File: src/rtl/sram_overlay_fetch.sv
// Framebuffer fetch: scan position -> SRAM address (background or prioritised overlay window) -> colour index.
// Optional macro OVERLAY_BLINK_EN adds a per-window blink driven by a frame counter.
module sram_overlay_fetch #(
  parameter int H_RES        = 640,
  parameter int V_RES        = 480,
  parameter int ADDR_W       = 20,
  parameter int DATA_W       = 16,
  parameter int NUM_WIN      = 4,
  parameter int BLINK_FRAMES = 30,
  localparam int WIN_W       = (NUM_WIN > 1) ? $clog2(NUM_WIN) : 1
) (
  input  logic              Clk,
  input  logic              Reset,
  input  logic              pix_valid,
  input  logic [9:0]        DrawX,
  input  logic [9:0]        DrawY,
  input  logic              frame_start,
  input  logic              cfg_we,
  input  logic [WIN_W-1:0]  cfg_win,
  input  logic [2:0]        cfg_field,
  input  logic [ADDR_W-1:0] cfg_wdata,
  output logic [ADDR_W-1:0] SRAM_ADDR,
  input  logic [DATA_W-1:0] SRAM_DQ_in,
  output logic              idx_valid,
  output logic [7:0]        color_index,
  output logic              hit,
  output logic [WIN_W-1:0]  hit_win
);

  typedef struct packed {
    logic [9:0]        x;
    logic [9:0]        y;
    logic [9:0]        w;
    logic [9:0]        h;
    logic [ADDR_W-1:0] base;
    logic              en;
    logic              blink;
  } win_cfg_t;

  typedef struct packed {
    logic              hit;
    logic [WIN_W-1:0]  win;
    logic              addr_en;
    logic [9:0]        mul_a;
    logic [ADDR_W-1:0] mul_b;
    logic [ADDR_W-1:0] add_a;
    logic [9:0]        add_b;
  } s0_t;

  typedef struct packed {
    logic              hit;
    logic [WIN_W-1:0]  win;
    logic              addr_en;
    logic [ADDR_W-1:0] prod;
    logic [ADDR_W-1:0] sum;
  } s1_t;

  win_cfg_t pend_q [NUM_WIN];
  win_cfg_t pend_d [NUM_WIN];
  win_cfg_t act_q  [NUM_WIN];
  win_cfg_t act_d  [NUM_WIN];

  logic              s0_valid_q, s1_valid_q, s2_valid_q, idx_valid_q;
  s0_t               s0_q, s0_d;
  s1_t               s1_q, s1_d;
  logic [ADDR_W-1:0] sram_addr_q, sram_addr_d;
  logic              s2_hit_q, s2_hit_d;
  logic [WIN_W-1:0]  s2_win_q, s2_win_d;
  logic [7:0]        color_q, color_d;
  logic              hit_q, hit_d;
  logic [WIN_W-1:0]  hit_win_q, hit_win_d;
  logic              blink_off;

  logic unused_ok;
  assign unused_ok = ^{SRAM_DQ_in[DATA_W-1:8], 32'(BLINK_FRAMES)};

  // A write in the same cycle as frame_start lands in the committed copy.
  always_comb begin
    for (int i = 0; i < NUM_WIN; i++) begin
      pend_d[i] = pend_q[i];
      if (cfg_we && int'(cfg_win) == i) begin
        case (cfg_field)
          3'd0: pend_d[i].x    = cfg_wdata[9:0];
          3'd1: pend_d[i].y    = cfg_wdata[9:0];
          3'd2: pend_d[i].w    = cfg_wdata[9:0];
          3'd3: pend_d[i].h    = cfg_wdata[9:0];
          3'd4: pend_d[i].base = cfg_wdata;
          3'd5: pend_d[i].en   = cfg_wdata[0];
`ifdef OVERLAY_BLINK_EN
          3'd6: pend_d[i].blink = cfg_wdata[0];
`endif
          default: ;
        endcase
      end
      act_d[i] = frame_start ? pend_d[i] : act_q[i];
    end
  end

`ifdef OVERLAY_BLINK_EN
  localparam int CNT_W = (BLINK_FRAMES > 1) ? $clog2(BLINK_FRAMES) : 1;
  logic [CNT_W-1:0] blink_cnt_q, blink_cnt_d;
  logic             phase_q, phase_d;

  always_comb begin
    blink_cnt_d = blink_cnt_q;
    phase_d     = phase_q;
    if (frame_start) begin
      if (blink_cnt_q == CNT_W'(BLINK_FRAMES - 1)) begin
        blink_cnt_d = '0;
        phase_d     = ~phase_q;
      end else begin
        blink_cnt_d = blink_cnt_q + 1'b1;
      end
    end
  end

  always_ff @(posedge Clk) begin
    if (Reset) begin
      blink_cnt_q <= '0;
      phase_q     <= 1'b0;
    end else begin
      blink_cnt_q <= blink_cnt_d;
      phase_q     <= phase_d;
    end
  end

  assign blink_off = phase_q;
`else
  assign blink_off = 1'b0;
`endif

  // Bounds in 11 bits so a window hanging off the right/bottom edge never wraps.
  logic [NUM_WIN-1:0] win_hit;
  generate
    for (genvar gi = 0; gi < NUM_WIN; gi++) begin : g_hit
      logic [10:0] x_end, y_end;
      assign x_end = {1'b0, act_q[gi].x} + {1'b0, act_q[gi].w};
      assign y_end = {1'b0, act_q[gi].y} + {1'b0, act_q[gi].h};
      assign win_hit[gi] = act_q[gi].en && !(act_q[gi].blink && blink_off) &&
                           (act_q[gi].w != '0) && (act_q[gi].h != '0) &&
                           (DrawX >= act_q[gi].x) && ({1'b0, DrawX} < x_end) &&
                           (DrawY >= act_q[gi].y) && ({1'b0, DrawY} < y_end);
    end
  endgenerate

  logic             sel_hit;
  logic [WIN_W-1:0] sel_win;
  win_cfg_t         sel_cfg;

  always_comb begin
    sel_hit = 1'b0;
    sel_win = '0;
    sel_cfg = '0;
    for (int i = NUM_WIN - 1; i >= 0; i--) begin
      if (win_hit[i]) begin
        sel_hit = 1'b1;
        sel_win = WIN_W'(i);
        sel_cfg = act_q[i];
      end
    end
  end

  // Stage 0 captures multiply/add operands so later stages never look at live config.
  always_comb begin
    s0_d = s0_q;
    if (pix_valid) begin
      s0_d.hit     = sel_hit;
      s0_d.win     = sel_win;
      s0_d.addr_en = sel_hit || (int'(DrawY) < V_RES);
      if (sel_hit) begin
        s0_d.mul_a = DrawY - sel_cfg.y;
        s0_d.mul_b = ADDR_W'(sel_cfg.w);
        s0_d.add_a = sel_cfg.base;
        s0_d.add_b = DrawX - sel_cfg.x;
      end else begin
        s0_d.mul_a = DrawY;
        s0_d.mul_b = ADDR_W'(H_RES);
        s0_d.add_a = '0;
        s0_d.add_b = DrawX;
      end
    end
  end

  always_comb begin
    s1_d = s1_q;
    if (s0_valid_q) begin
      s1_d.hit     = s0_q.hit;
      s1_d.win     = s0_q.win;
      s1_d.addr_en = s0_q.addr_en;
      s1_d.prod    = ADDR_W'(s0_q.mul_a) * s0_q.mul_b;
      s1_d.sum     = s0_q.add_a + ADDR_W'(s0_q.add_b);
    end
  end

  // Rows below the visible area with no window leave the address where it was.
  always_comb begin
    sram_addr_d = sram_addr_q;
    s2_hit_d    = s2_hit_q;
    s2_win_d    = s2_win_q;
    if (s1_valid_q) begin
      if (s1_q.addr_en) sram_addr_d = s1_q.prod + s1_q.sum;
      s2_hit_d = s1_q.hit;
      s2_win_d = s1_q.hit ? s1_q.win : '0;
    end
  end

  always_comb begin
    color_d   = color_q;
    hit_d     = hit_q;
    hit_win_d = hit_win_q;
    if (s2_valid_q) begin
      color_d   = SRAM_DQ_in[7:0];
      hit_d     = s2_hit_q;
      hit_win_d = s2_win_q;
    end
  end

  always_ff @(posedge Clk) begin
    if (Reset) begin
      for (int i = 0; i < NUM_WIN; i++) begin
        pend_q[i] <= '0;
        act_q[i]  <= '0;
      end
      s0_valid_q  <= 1'b0;
      s1_valid_q  <= 1'b0;
      s2_valid_q  <= 1'b0;
      idx_valid_q <= 1'b0;
      s0_q        <= '0;
      s1_q        <= '0;
      sram_addr_q <= '0;
      s2_hit_q    <= 1'b0;
      s2_win_q    <= '0;
      color_q     <= '0;
      hit_q       <= 1'b0;
      hit_win_q   <= '0;
    end else begin
      for (int i = 0; i < NUM_WIN; i++) begin
        pend_q[i] <= pend_d[i];
        act_q[i]  <= act_d[i];
      end
      s0_valid_q  <= pix_valid;
      s1_valid_q  <= s0_valid_q;
      s2_valid_q  <= s1_valid_q;
      idx_valid_q <= s2_valid_q;
      s0_q        <= s0_d;
      s1_q        <= s1_d;
      sram_addr_q <= sram_addr_d;
      s2_hit_q    <= s2_hit_d;
      s2_win_q    <= s2_win_d;
      color_q     <= color_d;
      hit_q       <= hit_d;
      hit_win_q   <= hit_win_d;
    end
  end

  assign SRAM_ADDR   = sram_addr_q;
  assign idx_valid   = idx_valid_q;
  assign color_index = color_q;
  assign hit         = hit_q;
  assign hit_win     = hit_win_q;

endmodule

File: config.mk
export PLATFORM = sky130hd
export DESIGN_NAME = sram_overlay_fetch
export DESIGN_NICKNAME = d
export VERILOG_FILES = /design/src/rtl/sram_overlay_fetch.sv
export SDC_FILE = /design/constraint.sdc
export NUM_CORES = 2
export LEC_CHECK = 0
export BUFFER_PORTS_ARGS = -buffer_cell sky130_fd_sc_hd__buf_4
export CORE_UTILIZATION = 35
export DETAILED_ROUTE_END_ITERATION = 7
export SYNTH_ARGS = -nofsm -noshare
export SYNTH_HDL_FRONTEND = slang
export SYNTH_SLANG_ARGS = --single-unit
File: constraint.sdc
create_clock -name Clk -period 7.2 [get_ports Clk]
set_clock_uncertainty 0.05 [all_clocks]
set_input_delay 0.72 -clock Clk [delete_from_list [all_inputs] [get_ports Clk]]
set_output_delay 0.72 -clock Clk [all_outputs]
set_load 0.005 [all_outputs]
==> qor.csv <==
stage;metric;value;unit
timing;Final setup viols;0;
synth;Primary FF master, synth;dfxtp_1;
global_routing;gr busiest metal;met2;
clocking;clock slew at reported path FFs;0.06;ns
routing;DRT iter0 DRCs;1716;
layout;fin area;0.03859;mm²
clocking;TritonCTS clock tree;done;
synth;Post-Synth XOR/XNOR Area;0.02762;
timing;Final Critical Period;6.664;ns
synth;Netlist Area Pre-Place;0.03456;mm²
placed_design;placed cell count;5032;
layout;Net count, final;4301;
worst_setup_path;slowest stage delay, CP;0.55;ns
global_routing;met3 Track Usage GR;0.02067;
clocking;clock sinks;624;
synth;simple-gate share of the synthesized area;0.1462;
synth;synthesized instance count;3870;
synth;Syn. warnings;0;
worst_setup_path;WP data required;7.66;ns
floorplan;Die W;316.3;µm
floorplan;I/O pin count;98;
global_routing;pin count of the biggest net entering global routing;222;
worst_setup_path;crit end category;flip-flop;
layout;share of cells above drive strength 1;0.06569;
timing;Fin. Hold Viols;0;
synth;post-synthesis compound-gate area fraction;0.1681;
floorplan;Die Ht;316.3;µm
timing;final period utilization;0.9256;
clocking;CTS max path bufs;3;
clocking;TritonCTS Buffers;69;
run_status;outcome;completed;
global_routing;number of global-route vias before repair;25762;
global_routing;grt ovf;0;
clocking;post-cts hold buffer count;0;
flow_run;number of max-cap violations;0;
routing;drt pass-1 iters;5;
synth;ys async rst share;0;
placed_design;dpl hpwl;62.20;mm
layout;area occupied by multi-input gates;0.02048;mm²
floorplan;Initial Util;0.3553;
synth;Post-Synth Adder-Cell Area;0.1638;
timing;FMAX;0.1501;GHz
layout;Ant. Diodes;0;
layout;Storage cell area;0.01249;mm²
placed_design;PortBufs;89;
timing;RSZ-0062 raised after global routing;true;
worst_setup_path;Worst Path Max Fanout;23;
worst_setup_path;critical path startpoint category;flip-flop;
routing;# DRC;0;
worst_setup_path;Critical Path AT;7.12;ns
synth;largest family of logic cells by synthesized area;compound AO/OA/AOI/OAI gates;
pwr;peak supply drop;168.6;µV
global_routing;initial antenna violation count;4;
routing;post-route ant nets;0;
hold_path;worst hold path class;in2reg;
clocking;Post CTS Setup Buffer Count;0;
routing;Via-to-Cell Ratio;5.257;
synth;Seq/Total Area, Yosys;0.3614;
synth;Mapped Nets;4344;
synth;Netlist cell types;69;
layout;final std cells w/o fill;5158;
layout;area delta synth->final;11.66;%
synth;FF+latch count, synth;624;
clocking;root buffer cell;clkbuf_16;
synth;top cells by area, synth;dfxtp_1 36%, ha_1 12%, mux2i_1 8.5%;
worst_setup_path;CP max stage cell;a211oi_4;
routing;routed vias;27114;
pwr;Tot Pwr;8.245;mW
layout;Fillers;9812;
placed_design;GP Congestion;0.8533;
pwr;leak pwr;16.84;nW
global_routing;total track usage;0.1837;
timing;sum of negative setup slack;0;ns
clocking;CTS H-tree lvls;3;
synth;multiplexer area fraction after synthesis;0.08576;
floorplan;total core area;0.09728;mm²
worst_setup_path;Worst path most repeated cell;a21oi_1;
global_routing;met1 GRT Util;0.2449;
clocking;post_cts resized;0;
global_routing;first-pass GRT wire length;145.8;mm
pwr;PD cells;213.6;mW/mm²
timing;Least-Margin Pin Slew;1.254;ns
clocking;worst skew pair latency;0.63;ns
timing;relative slew slack;0.1611;
placed_design;placed inst area;0.03622;mm²
global_routing;met2 Use GR;0.3092;
worst_setup_path;worst setup path category;reg2reg;
floorplan;die area;0.1000;mm²
routing;routed len/inst;17.82;µm
routing;DRT Wirelength;91.92;mm
timing;Slew Viols, Final;0;
synth;EDFF count, synth;0;
synth;top-area cell type share of the netlist area;0.3614;
synth;Synth Area per Inst;8.931;µm²
floorplan;row cnt;114;
synth;dominant cell type by area after synthesis;dfxtp_1;
-- path summary, 6_finish.rpt --
kind / startpoint / endpoint / slack [ns] / depth (start not counted)
max: act_q[3][33] / s0_q[59] / 0.54 / 30
min: SRAM_DQ_in[3] / color_index[3] / 0.28 / 3
max reg2reg: act_q[3][33] / s0_q[59] / 0.54 / 30
min reg2reg: SRAM_ADDR[6] / SRAM_ADDR[6] / 0.40 / 2
-- cells in the final DEF (no fill, tap or decap), drive strengths merged, types with 7 or more instances in the layout --
master,netlist,final
o21bai,16,16
nand2b,28,28
clkbuf,206,98
a21o,41,41
xnor2,54,54
xor2,55,55
o21a,28,28
a22oi,32,32
inv,193,198
a21oi,173,173
clkinv,1,18
fa,74,74
nand4,7,7
nand3,43,43
and3,15,15
ha,334,334
nor4,19,19
a221oi,50,50
nor3,42,42
nor2b,35,35
o21ai,91,91
o2111ai,9,9
or3,14,14
o211ai,17,17
and2,51,51
nor2,717,717
nand2,157,157
a31oi,16,16
dfxtp,624,624
or4,10,10
mux2i,295,295
buf,24,116
o31ai,33,33
a211oi,290,290
nand3b,7,7
-- area by class of cell --
cell class,instances,area share
Multi-Input combinational cell,2822,0.5307
Sequential cell,624,0.3237
Clock buffer,98,0.05388
Tap cell,1276,0.04137
Timing Repair Buffer,116,0.02425
Inverter,194,0.01890
Clock inverter,28,0.007229
-- critical path, delay by kind of cell, from the launching register on --
family | cells | cell delay [ns]
multiplexers | 1 | 0.09
adder cells (fa/ha/maj) | 3 | 0.88
AND/OR/NAND/NOR | 5 | 0.38
XOR/XNOR | 1 | 0.14
AO/OA/AOI/OAI | 18 | 3.96
buffers and inverters | 2 | 0.60
flip-flops | 1 | 0.43
-- stage by stage --
stage	hold WS (ns)	util	setup slack [ns]
detailed placement	0.3969	0.3724	0.3859
CTS	0.2369	0.3966	0.3430
global route	0.2667	0.3967	-0.03928
global placement	0.3934	0.3724	0.4471
floorplan	0.3948	-	1.164
finish	0.2750	0.3967	0.5359
-- cells by family after synthesis --
logic type                 after synthesis
and+or+nand+nor                       1164
AOI/OAI and AO/OA                      845
DFF                                    624
buffers and inverters                  424
adders and majority gates              408
muxes                                  296
xor gates and xnor gates               109
-- state kept, by name, indices dropped and copies added (netlist names), 2 cells and up --
| signal | flops |
|---|---|
| pend_q | 244 |
| SRAM_ADDR | 20 |
| s1_q | 44 |
| s2_win_q | 2 |
| act_q | 244 |
| s0_q | 54 |
| hit_win | 2 |
| color_index | 8 |
-- report_power, final --
group | switching (mW) | leakage [nW] | internal, mW
clock | 1.50 | 1.18 | 2.17
combinational | 0.564 | 10.6 | 0.361
sequential | 0.105 | 5.08 | 3.55
total | 2.16 | 16.8 | 6.08
-- layer usage --
layer | vias to the layer above | part of all wire
met3 | 131 | 0.036
met4 | 6 | 0.025
met1 | 12977 | 0.47
met5 | - | 0.00040
li1 | 13570 | -
met2 | 430 | 0.47
-- synth_stat cells, drive strengths merged, types with 19 or more instances --
cell type  number
nand2         157
o21a           28
nor2b          35
nor2          717
a211oi        290
nand2b         28
xnor2          54
buf            24
a21oi         173
inv           193
o21ai          91
o31ai          33
a221oi         50
xor2           55
dfxtp         624
a22oi          32
clkbuf        206
ha            334
nor3           42
mux2i         295
a21o           41
nor4           19
fa             74
nand3          43
and2           51
Note: power is estimated with default switching activity, not from simulation.
